## src/rtl/fm_discrim.sv

```systemverilog
// FM discriminator: per-sample phase difference, accumulated and decimated by DECIM.
// Define FM_DISCRIM_SQUELCH_EN to zero the contribution of samples whose magnitude is below MAG_THRESH.
module fm_discrim #(
  parameter int          C_S00_AXIS_TDATA_WIDTH = 32,
  parameter int          C_M00_AXIS_TDATA_WIDTH = 32,
  parameter int          DECIM                  = 8,
  parameter logic [15:0] MAG_THRESH             = 16'd64
) (
  input  logic                                  s00_axis_aclk,
  input  logic                                  s00_axis_areset,
  input  logic                                  s00_axis_tvalid,
  output logic                                  s00_axis_tready,
  input  logic [C_S00_AXIS_TDATA_WIDTH-1:0]     s00_axis_tdata,
  input  logic                                  s00_axis_tlast,
  input  logic [(C_S00_AXIS_TDATA_WIDTH/8)-1:0] s00_axis_tstrb,
  output logic                                  m00_axis_tvalid,
  input  logic                                  m00_axis_tready,
  output logic [C_M00_AXIS_TDATA_WIDTH-1:0]     m00_axis_tdata,
  output logic                                  m00_axis_tlast,
  output logic [(C_M00_AXIS_TDATA_WIDTH/8)-1:0] m00_axis_tstrb
);

  localparam int SHIFT = $clog2(DECIM);
  localparam int ACC_W = 16 + SHIFT;

  logic signed [15:0]      angle;
  logic [15:0]             mag;
  logic                    squelch;
  logic                    accept;
  logic                    close;
  logic signed [15:0]      diff;
  logic signed [ACC_W-1:0] acc_sum;

  logic signed [15:0]      prev_angle_q, prev_angle_d;
  logic                    prev_vld_q, prev_vld_d;
  logic signed [ACC_W-1:0] acc_q, acc_d;
  logic [SHIFT-1:0]        cnt_q, cnt_d;
  logic signed [15:0]      out_q, out_d;
  logic                    vld_q, vld_d;
  logic                    last_q, last_d;

  logic                    unused_ok;

  // 16-bit modulo subtraction lands directly on the principal value (-pi..+pi).
  function automatic logic signed [15:0] phase_diff(input logic signed [15:0] cur,
                                                    input logic signed [15:0] prev);
    return cur - prev;
  endfunction

  function automatic logic signed [15:0] scale_out(input logic signed [ACC_W-1:0] x);
    logic signed [ACC_W-1:0] sh;
    sh = x >>> SHIFT;
    return sh[15:0];
  endfunction

  assign angle = $signed(s00_axis_tdata[31:16]);
  assign mag   = s00_axis_tdata[15:0];

`ifdef FM_DISCRIM_SQUELCH_EN
  assign squelch = (mag < MAG_THRESH);
`else
  assign squelch = 1'b0;
`endif

  assign unused_ok = &{1'b0, s00_axis_tstrb, s00_axis_tdata, mag, MAG_THRESH};

  assign s00_axis_tready = !s00_axis_areset && (!vld_q || m00_axis_tready);
  assign accept          = s00_axis_tvalid && s00_axis_tready;
  assign close           = (cnt_q == SHIFT'(DECIM - 1)) || s00_axis_tlast;
  assign diff            = (!prev_vld_q || squelch) ? 16'sd0 : phase_diff(angle, prev_angle_q);
  assign acc_sum         = acc_q + $signed({{SHIFT{diff[15]}}, diff});

  always_comb begin
    prev_angle_d = prev_angle_q;
    prev_vld_d   = prev_vld_q;
    acc_d        = acc_q;
    cnt_d        = cnt_q;
    out_d        = out_q;
    vld_d        = vld_q;
    last_d       = last_q;
    if (vld_q && m00_axis_tready) begin
      vld_d = 1'b0;
    end
    if (accept) begin
      prev_angle_d = angle;
      prev_vld_d   = 1'b1;
      if (close) begin
        // Output slot is guaranteed free here: accept implies it is empty or draining now.
        acc_d  = '0;
        cnt_d  = '0;
        out_d  = scale_out(acc_sum);
        vld_d  = 1'b1;
        last_d = s00_axis_tlast;
        if (s00_axis_tlast) begin
          prev_vld_d = 1'b0;
        end
      end else begin
        acc_d = acc_sum;
        cnt_d = cnt_q + 1'b1;
      end
    end
  end

  always_ff @(posedge s00_axis_aclk) begin
    if (s00_axis_areset) begin
      prev_angle_q <= '0;
      prev_vld_q   <= 1'b0;
      acc_q        <= '0;
      cnt_q        <= '0;
      out_q        <= '0;
      vld_q        <= 1'b0;
      last_q       <= 1'b0;
    end else begin
      prev_angle_q <= prev_angle_d;
      prev_vld_q   <= prev_vld_d;
      acc_q        <= acc_d;
      cnt_q        <= cnt_d;
      out_q        <= out_d;
      vld_q        <= vld_d;
      last_q       <= last_d;
    end
  end

  assign m00_axis_tvalid = vld_q;
  assign m00_axis_tlast  = last_q;
  assign m00_axis_tdata  = {{(C_M00_AXIS_TDATA_WIDTH-16){out_q[15]}}, out_q};
  assign m00_axis_tstrb  = '1;

endmodule

```

## config.mk

```make
export PLATFORM = sky130hd
export DESIGN_NAME = fm_discrim
export DESIGN_NICKNAME = d
export VERILOG_FILES = /design/src/rtl/fm_discrim.sv
export SDC_FILE = /design/constraint.sdc
export NUM_CORES = 1
export LEC_CHECK = 0
export ABC_AREA = 0
export BUFFER_PORTS_ARGS = -buffer_cell sky130_fd_sc_hd__buf_2
export CORE_AREA = 4 4 97 99
export DETAILED_ROUTE_END_ITERATION = 16
export DIE_AREA = 0 0 101 103
export PLACE_DENSITY = 0.64
export SLEW_MARGIN = 10
export SYNTH_ARGS = -nofsm -noshare
export SYNTH_HDL_FRONTEND = slang
export SYNTH_SLANG_ARGS = --single-unit
export TNS_END_PERCENT = 30
```

## constraint.sdc

```tcl
create_clock -name s00_axis_aclk -period 9.4 [get_ports s00_axis_aclk]
set_input_delay 0.94 -clock s00_axis_aclk [delete_from_list [all_inputs] [get_ports s00_axis_aclk]]
set_output_delay 0.94 -clock s00_axis_aclk [all_outputs]
set_load 0.03 [all_outputs]
```

After elaboration in Yosys (flattened, before gate mapping)
Index checks and enable logic that the tools add are counted.

Flip-flop bits (word level): 57. Latch bits: 0. Memory bits (writable): 0. Bits in read-only memories: 0. Input port bits: 41. Output and inout bits: 39. Logic and storage cells: 27. Memories kept: 0.

Add/sub/neg operators: 3. $mul: 0. Div/mod/pow operators: 0. Magnitude comparators: 0. Equality and inequality tests: 1. Shift operators: 0. Mux-type cells: 8. Bitwise gates (word level): 0. Reductions and logical operators: 8.

Operators by type and width (number): $add 19x16->19 (1); $mux 19 (1); $mux 16 (1); $sub 16x16->16 (1); $mux 1 (5); $add 3x1->3 const B (1); $eq 3x3->1 const B (1); $logic_and 1x1->1 (3); $mux 3 (1); $logic_not 1->1 (2); $logic_or 1x1->1 (2); $reduce_and 2->1 (1).

Longest topological paths before layout
Gate-level depths: netlist (run 1).

Word-level depth: 5. Depth in mapped cells: 18.

Least setup slack after synthesis (run 1)
Ideal clock, no wire load.

Path kind: input to register. Start: input s00_axis_tdata[18]. End: register out_q[14]. Arrival: 4.280 ns. Setup slack: 5.005 ns. Stages on the path: 15. Cells stage by stage: ha_1 > nor2b_1 > o21a_1 > o21ai_0 > a211oi_1 > or4_1 > a31oi_1 > mux2i_1 > ha_1 > a21o_1 > a21o_1 > a211o_1 > o22ai_1 > nor2_1 > a2111oi_0.

Word-level cells in the longest chain between the ends: 3.

Ends and longest elaborated chain: from (decl) (line 13) `input logic [C_S00_AXIS_TDATA_WIDTH-1:0] s00_axis_tdata,`; $sub 16x16->16 (line 47) `return cur - prev;`; $mux 16 (line 70) `assign diff = (!prev_vld_q || squelch) ? 16'sd0 : phase_diff(angle, prev_angle_q);`; $add 19x16->19 (line 71) `assign acc_sum = acc_q + $signed({{SHIFT{diff[15]}}, diff});`; to (signal assigned) (line 118) `out_q <= out_d;`; to (decl) (line 38) `logic signed [15:0] out_q, out_d;`.

No other way between the ends. A chain may end at the register's enable or synchronous reset.

Worst setup path in the final report (run 1)
Same ends and word-level chain as after synthesis.

==> results_dict.tcl, run 1 <==
set metrics [dict create \
    drive_above_1_share 0.163 \
    cts_resized 0 \
    routed_wl_mm 8.43 \
    grt_max_degree 52 \
    grt_usage 0.169 \
    pin_count 80 \
    ys_seq_elements 57 \
    crit_fanout 5 \
    pwr_density_cell_mw_per_mm2 138 \
    worst_pin_slew_ns 0.710 \
    start_util 0.444 \
    numClockSinks 57 \
    via_count 3244 \
    drcViolationCount 0 \
    end_kind "flop" \
    syn_area_mm2 0.00380 \
    worstPathArrival_ns 4.83 \
    grt-ovfl-total 0 \
    grt_pass1_vias 3026 \
    yosysWarnings 0 \
    rsz0062_at_grt "no" \
    slew_headroom 0.525 \
    die_w_um 101 \
    power_uw 581 \
    grt_antenna_before_repair 0 \
    synth_edf_count 0 \
    die_h_um 103 \
    antenna_left 0 \
    cts_tree "built" \
    cp.required_ns 9.62 \
    worstSetupPathType "input port to flop" \
    cts_buffer_depth 2 \
    portBuffers 55 \
    yosysTopAreaCell "dfxtp_1" \
    fin_skew_ns 0.0122 \
    globalplace.congestion 0.872 \
    rows 34 \
    cts_made_buffers 9 \
    synth_top_area_frac 0.300 \
    startpoint_type "input port" \
    synth_cells 469 \
    root_buffer "clkbuf_8" \
    min_path_type "flop to flop" \
    hold_buffers 0 \
    fin_nets 583 \
    status "finished, final reports clean" \
    drtPass1Iterations 4 \
    final_util 0.491 \
    drv_slew 0 \
    synth_common_cells "62 x nand2_1, 57 x dfxtp_1, 43 x nor2_1, 37 x a21oi_1, 35 x ha_1" \
    hold_violations 0 \
    max_cap_viol_count 0 \
    area_growth_pct 10.5 \
    cts_htree_levels 3 \
    synth_cell_types 52 \
    grt_pass1_wl_mm 14.0 \
    setup_tns_ns 0 \
    postCtsSetupRepairBufs 0 \
    ir_worst_vdd_uv 78.5 \
    wire_per_inst_um 13.6 \
    post-route-period-util 0.490 \
    die_area_mm2 0.0104 \
    yosys_most_used_dff "dfxtp_1" \
    drt_iter0_drc 110 \
    clk_latency_ns 0.34 \
    async_flop_share 0 \
    dp_hpwl_mm 6.20 \
    routed_via_density 5.25 \
    leakage_uw 0.00198 \
    maxClockFrequency_mhz 217 \
    synth_area_leaders "dfxtp_1 30%, ha_1 12%, nand2_1 6.1%" \
    syn_area_per_cell_um2 8.10 \
    core_mm2 0.00855 \
    yosysMostFrequentCell "nand2_1" \
    report.final.setup_viol 0 \
    diodes 0 \
    period_needed_ns 4.60 \
    clkSlewWorstSetupHoldPaths_ns 0.06 \
    ys_seq_area_frac 0.300 \
]
stage by stage:
step                cells  cell area (um2)  hold WS (ns)  worst slack, ns
detailed placement    602             4020         0.444             4.44
floorplan             472             3810         0.432             5.01
global route          618             4200         0.475             4.41
finish                618             4200         0.451             4.80
global placement      602             4020         0.443             4.48
CTS                   618             4200         0.453             4.79
state kept, by name, summed over array words and instances, names as in the netlist:
register	cells
m00_axis_tvalid	1
out_q	16
prev_vld_q	1
cnt_q	3
m00_axis_tlast	1
prev_angle_q	16
acc_q	19
worst max-delay path, stage by stage:
cell       delay, ns
buf_2           0.11
ha_1            0.33
nor2b_1         0.16
o21a_1          0.18
o21ai_0         0.37
a211oi_1        0.17
or4_1           0.43
a31oi_1         0.23
mux2i_1         0.24
ha_1            0.31
a21o_1          0.24
a21o_1          0.18
a211o_1         0.28
o22ai_1         0.26
nor2_1          0.08
a2111oi_0       0.34
path summary, 6_finish.rpt:
kind,endpoint,from,slack (ns),cells after the start
setup / recovery,out_q[14],s00_axis_tdata[18],4.80,16
hold reg to reg,out_q[1],out_q[1],0.45,2
hold / removal,out_q[1],out_q[1],0.45,2
setup reg to reg,out_q[14],prev_angle_q[2],5.16,16
kinds of logic after synthesis:
group / synth area share
simple gates: 0.176
compound gates: 0.251
flops: 0.300
buf+inv: 0.0807
fa+ha+maj: 0.126
xor+xnor: 0.0577
mux: 0.00791
other cells: 0.000988
metal layers:
layer  GRT usage  vias to the layer above  part of all wire
met5           0                        -                 0
met4      0.0603                        0             0.010
met3      0.0447                       10             0.053
met2       0.265                       62              0.44
met1       0.226                     1466              0.49
li1            -                     1706                 -
cells in the final DEF (no fill, tap or decap), types with 11 or more instances in the layout:
| cell type | instances |
|---|---|
| inv_1 | 19 |
| a21o_1 | 17 |
| o21ai_0 | 22 |
| buf_2 | 55 |
| a22oi_1 | 13 |
| nor2_1 | 43 |
| o31ai_1 | 17 |
| a21oi_1 | 37 |
| dfxtp_1 | 57 |
| xnor2_1 | 13 |
| clkbuf_8 | 11 |
| ha_1 | 35 |
| xor2_1 | 12 |
| nand2_1 | 62 |
layout make-up:
class                   count  area [um2]
clock buffers              13         159
clock inverters             3        15.0
fillers                   866        4360
inverters                  19        71.3
multi-input cells         358        2360
flip-flops and latches     57        1140
well taps                 108         135
repair buffers             60         313
power breakdown:
group          switching [uW]  internal [uW]  total [uW]
combinational            74.2           44.1         118
clock                    99.6            109         209
sequential               4.11            250         254
total                     178            403         581
(Power assumes the default switching activity.)
==> inputs of run 2 (changes only) <==
==> constraint.sdc (replaced) <==
create_clock -name s00_axis_aclk -period 4.4 [get_ports s00_axis_aclk]
set_input_delay 0.44 -clock s00_axis_aclk [delete_from_list [all_inputs] [get_ports s00_axis_aclk]]
set_output_delay 0.44 -clock s00_axis_aclk [all_outputs]
set_load 0.03 [all_outputs]
==> results_dict.tcl, run 2 (synthesized netlist as in run 1, its figures left out) <==
set metrics [dict create \
    drv_slew 0 \
    power.internal_uw 926 \
    crit_fanout 4 \
    dp_hpwl_mm 6.24 \
    min_path_type "input port to flop" \
    report.final.setup_viol 0 \
    grt-ovfl-total 0 \
    cp.required_ns 4.62 \
    pin_count 80 \
    cts_made_buffers 9 \
    grt_max_degree 51 \
    area_growth_pct 12.4 \
    postCtsSetupRepairBufs 0 \
    swShare 0.295 \
    end_kind "flop" \
    routed_wl_mm 8.63 \
    grt_pass1_vias 3128 \
    reg_top3 "acc_q (19), out_q (16), prev_angle_q (16)" \
    startpoint_type "flop" \
    worst_pin_slew_ns 0.669 \
    worstPathArrival_ns 4.21 \
    die_h_um 103 \
    antenna_left 0 \
    drcViolationCount 0 \
    start_util 0.444 \
    final_util 0.499 \
    cts_buffer_depth 2 \
    pwr-share-comb 0.195 \
    die_w_um 101 \
    power_uw 1310 \
    cp.buffers_inverters 1 \
    rows 34 \
    pwr_density_cell_mw_per_mm2 308 \
    slew_headroom 0.552 \
    grt_antenna_before_repair 0 \
    leakage_uw 0.00202 \
    period_needed_ns 3.99 \
    rsz0062_at_grt "no" \
    numClockSinks 57 \
    cts_tree "built" \
    dp_slack_ns -0.0265 \
    status "finished, final reports clean" \
    via_count 3285 \
    routed_via_density 5.28 \
    fin_skew_ns 0.00756 \
    fin_nets 587 \
    globalplace.congestion 0.875 \
    cts_htree_levels 3 \
    slowest_stage "or4_1" \
    root_buffer "clkbuf_8" \
    seqPwrFrac 0.413 \
    core_mm2 0.00855 \
    layout.cells.most_common "nand2_1" \
    max_cap_viol_count 0 \
    post-route-period-util 0.907 \
    pwr-share-clk 0.392 \
    drtPass1Iterations 4 \
    die_area_mm2 0.0104 \
    final_cell_mix "62 x nand2_1, 57 x dfxtp_1, 55 x buf_2, 43 x nor2_1, 37 x a21oi_1" \
    diodes 0 \
    hold_violations 0 \
    whs_ns 0.310 \
    power_switching_uw 387 \
    clkSlewWorstSetupHoldPaths_ns 0.07 \
    dp_cells 606 \
    grt_pass1_wl_mm 14.2 \
    worstSetupPathType "flop to flop" \
    portBuffers 55 \
    wire_per_inst_um 13.9 \
    crit_family "compound AO/OA/AOI/OAI gates" \
    maxClockFrequency_mhz 251 \
    fin_cells 622 \
    finalWorstSetupSlack_ns 0.410 \
    grt_usage 0.172 \
    drt_iter0_drc 151 \
    slowest_delay_ns 0.41 \
    top_register "acc_q" \
    path_cells "inv_1, ha_1, nor2b_1, o21a_1, o21ai_2, a211oi_1, or4_1, a31oi_1, mux2i_1, ha_1, a21o_1, a21o_1, a211o_1, o22ai_1, nor2_1, a2111oi_0" \
    clk_latency_ns 0.34 \
    drive_above_1_share 0.175 \
    largest_reg_flops 19 \
    ir_worst_vdd_uv 121 \
]
[run 2: cell count changes in the layout (fill, tap and decap cells not counted), sizes merged]
cell,delta
clkbuf,+2
buf,+4
clkinv,-2
[run 2: cell type report]
class	count	area, um2
multi-input cells	358	2360
repair buffers	64	343
inverters	19	71.3
clock buffers	15	206
fillers	866	4280
well taps	108	135
clock inverters	1	5.00
flip-flops and latches	57	1140
[run 2: worst paths after layout]
kind	startpoint	endpoint	slack [ns]	cells after the start
max	prev_angle_q[2]	out_q[14]	0.41	16
min	s00_axis_tdata[28]	prev_angle_q[12]	0.31	3
min reg2reg	out_q[1]	out_q[1]	0.45	2
max reg2reg	prev_angle_q[2]	out_q[14]	0.41	16
[run 2: what timing repair did]
action | 4_1_cts | 5_1_grt
setup endpoints to repair | 0 | 4
endpoints found under the hold margin | 0 | 0
hold buffers | 0 | 0
resized for setup | 0 | 2
[run 2: power by group through the flow]
stage	sequential (uW)	clock, uW	combinational (uW)
detailed placement	554	0	254
global route	545	550	287
CTS	542	525	256
global placement	554	0	250
finish	542	515	257
floorplan	560	0	198
[run 2: metrics by stage]
step           cell area [um2]  setup TNS [ns]
6_report                  4270               0
2_1_floorplan             3810               0
3_5_place_dp              4050         -0.0265
5_1_grt                   4270               0
4_1_cts                   4260               0
3_3_place_gp              4050               0
[run 2: worst min-delay path: cells and delay by family]
family	cells	cell delay [ns]
AO/OA/AOI/OAI	1	0.05
buffers and inverters	1	0.09
AND/OR/NAND/NOR	1	0.04
[run 2: per-layer routing]
layer  GRT usage  vias up  wire [um]
met5           0        -          0
met4      0.0706        0        105
met1       0.221     1517       4280
li1            -     1707          -
met3      0.0298       11        357
met2       0.285       50       3890
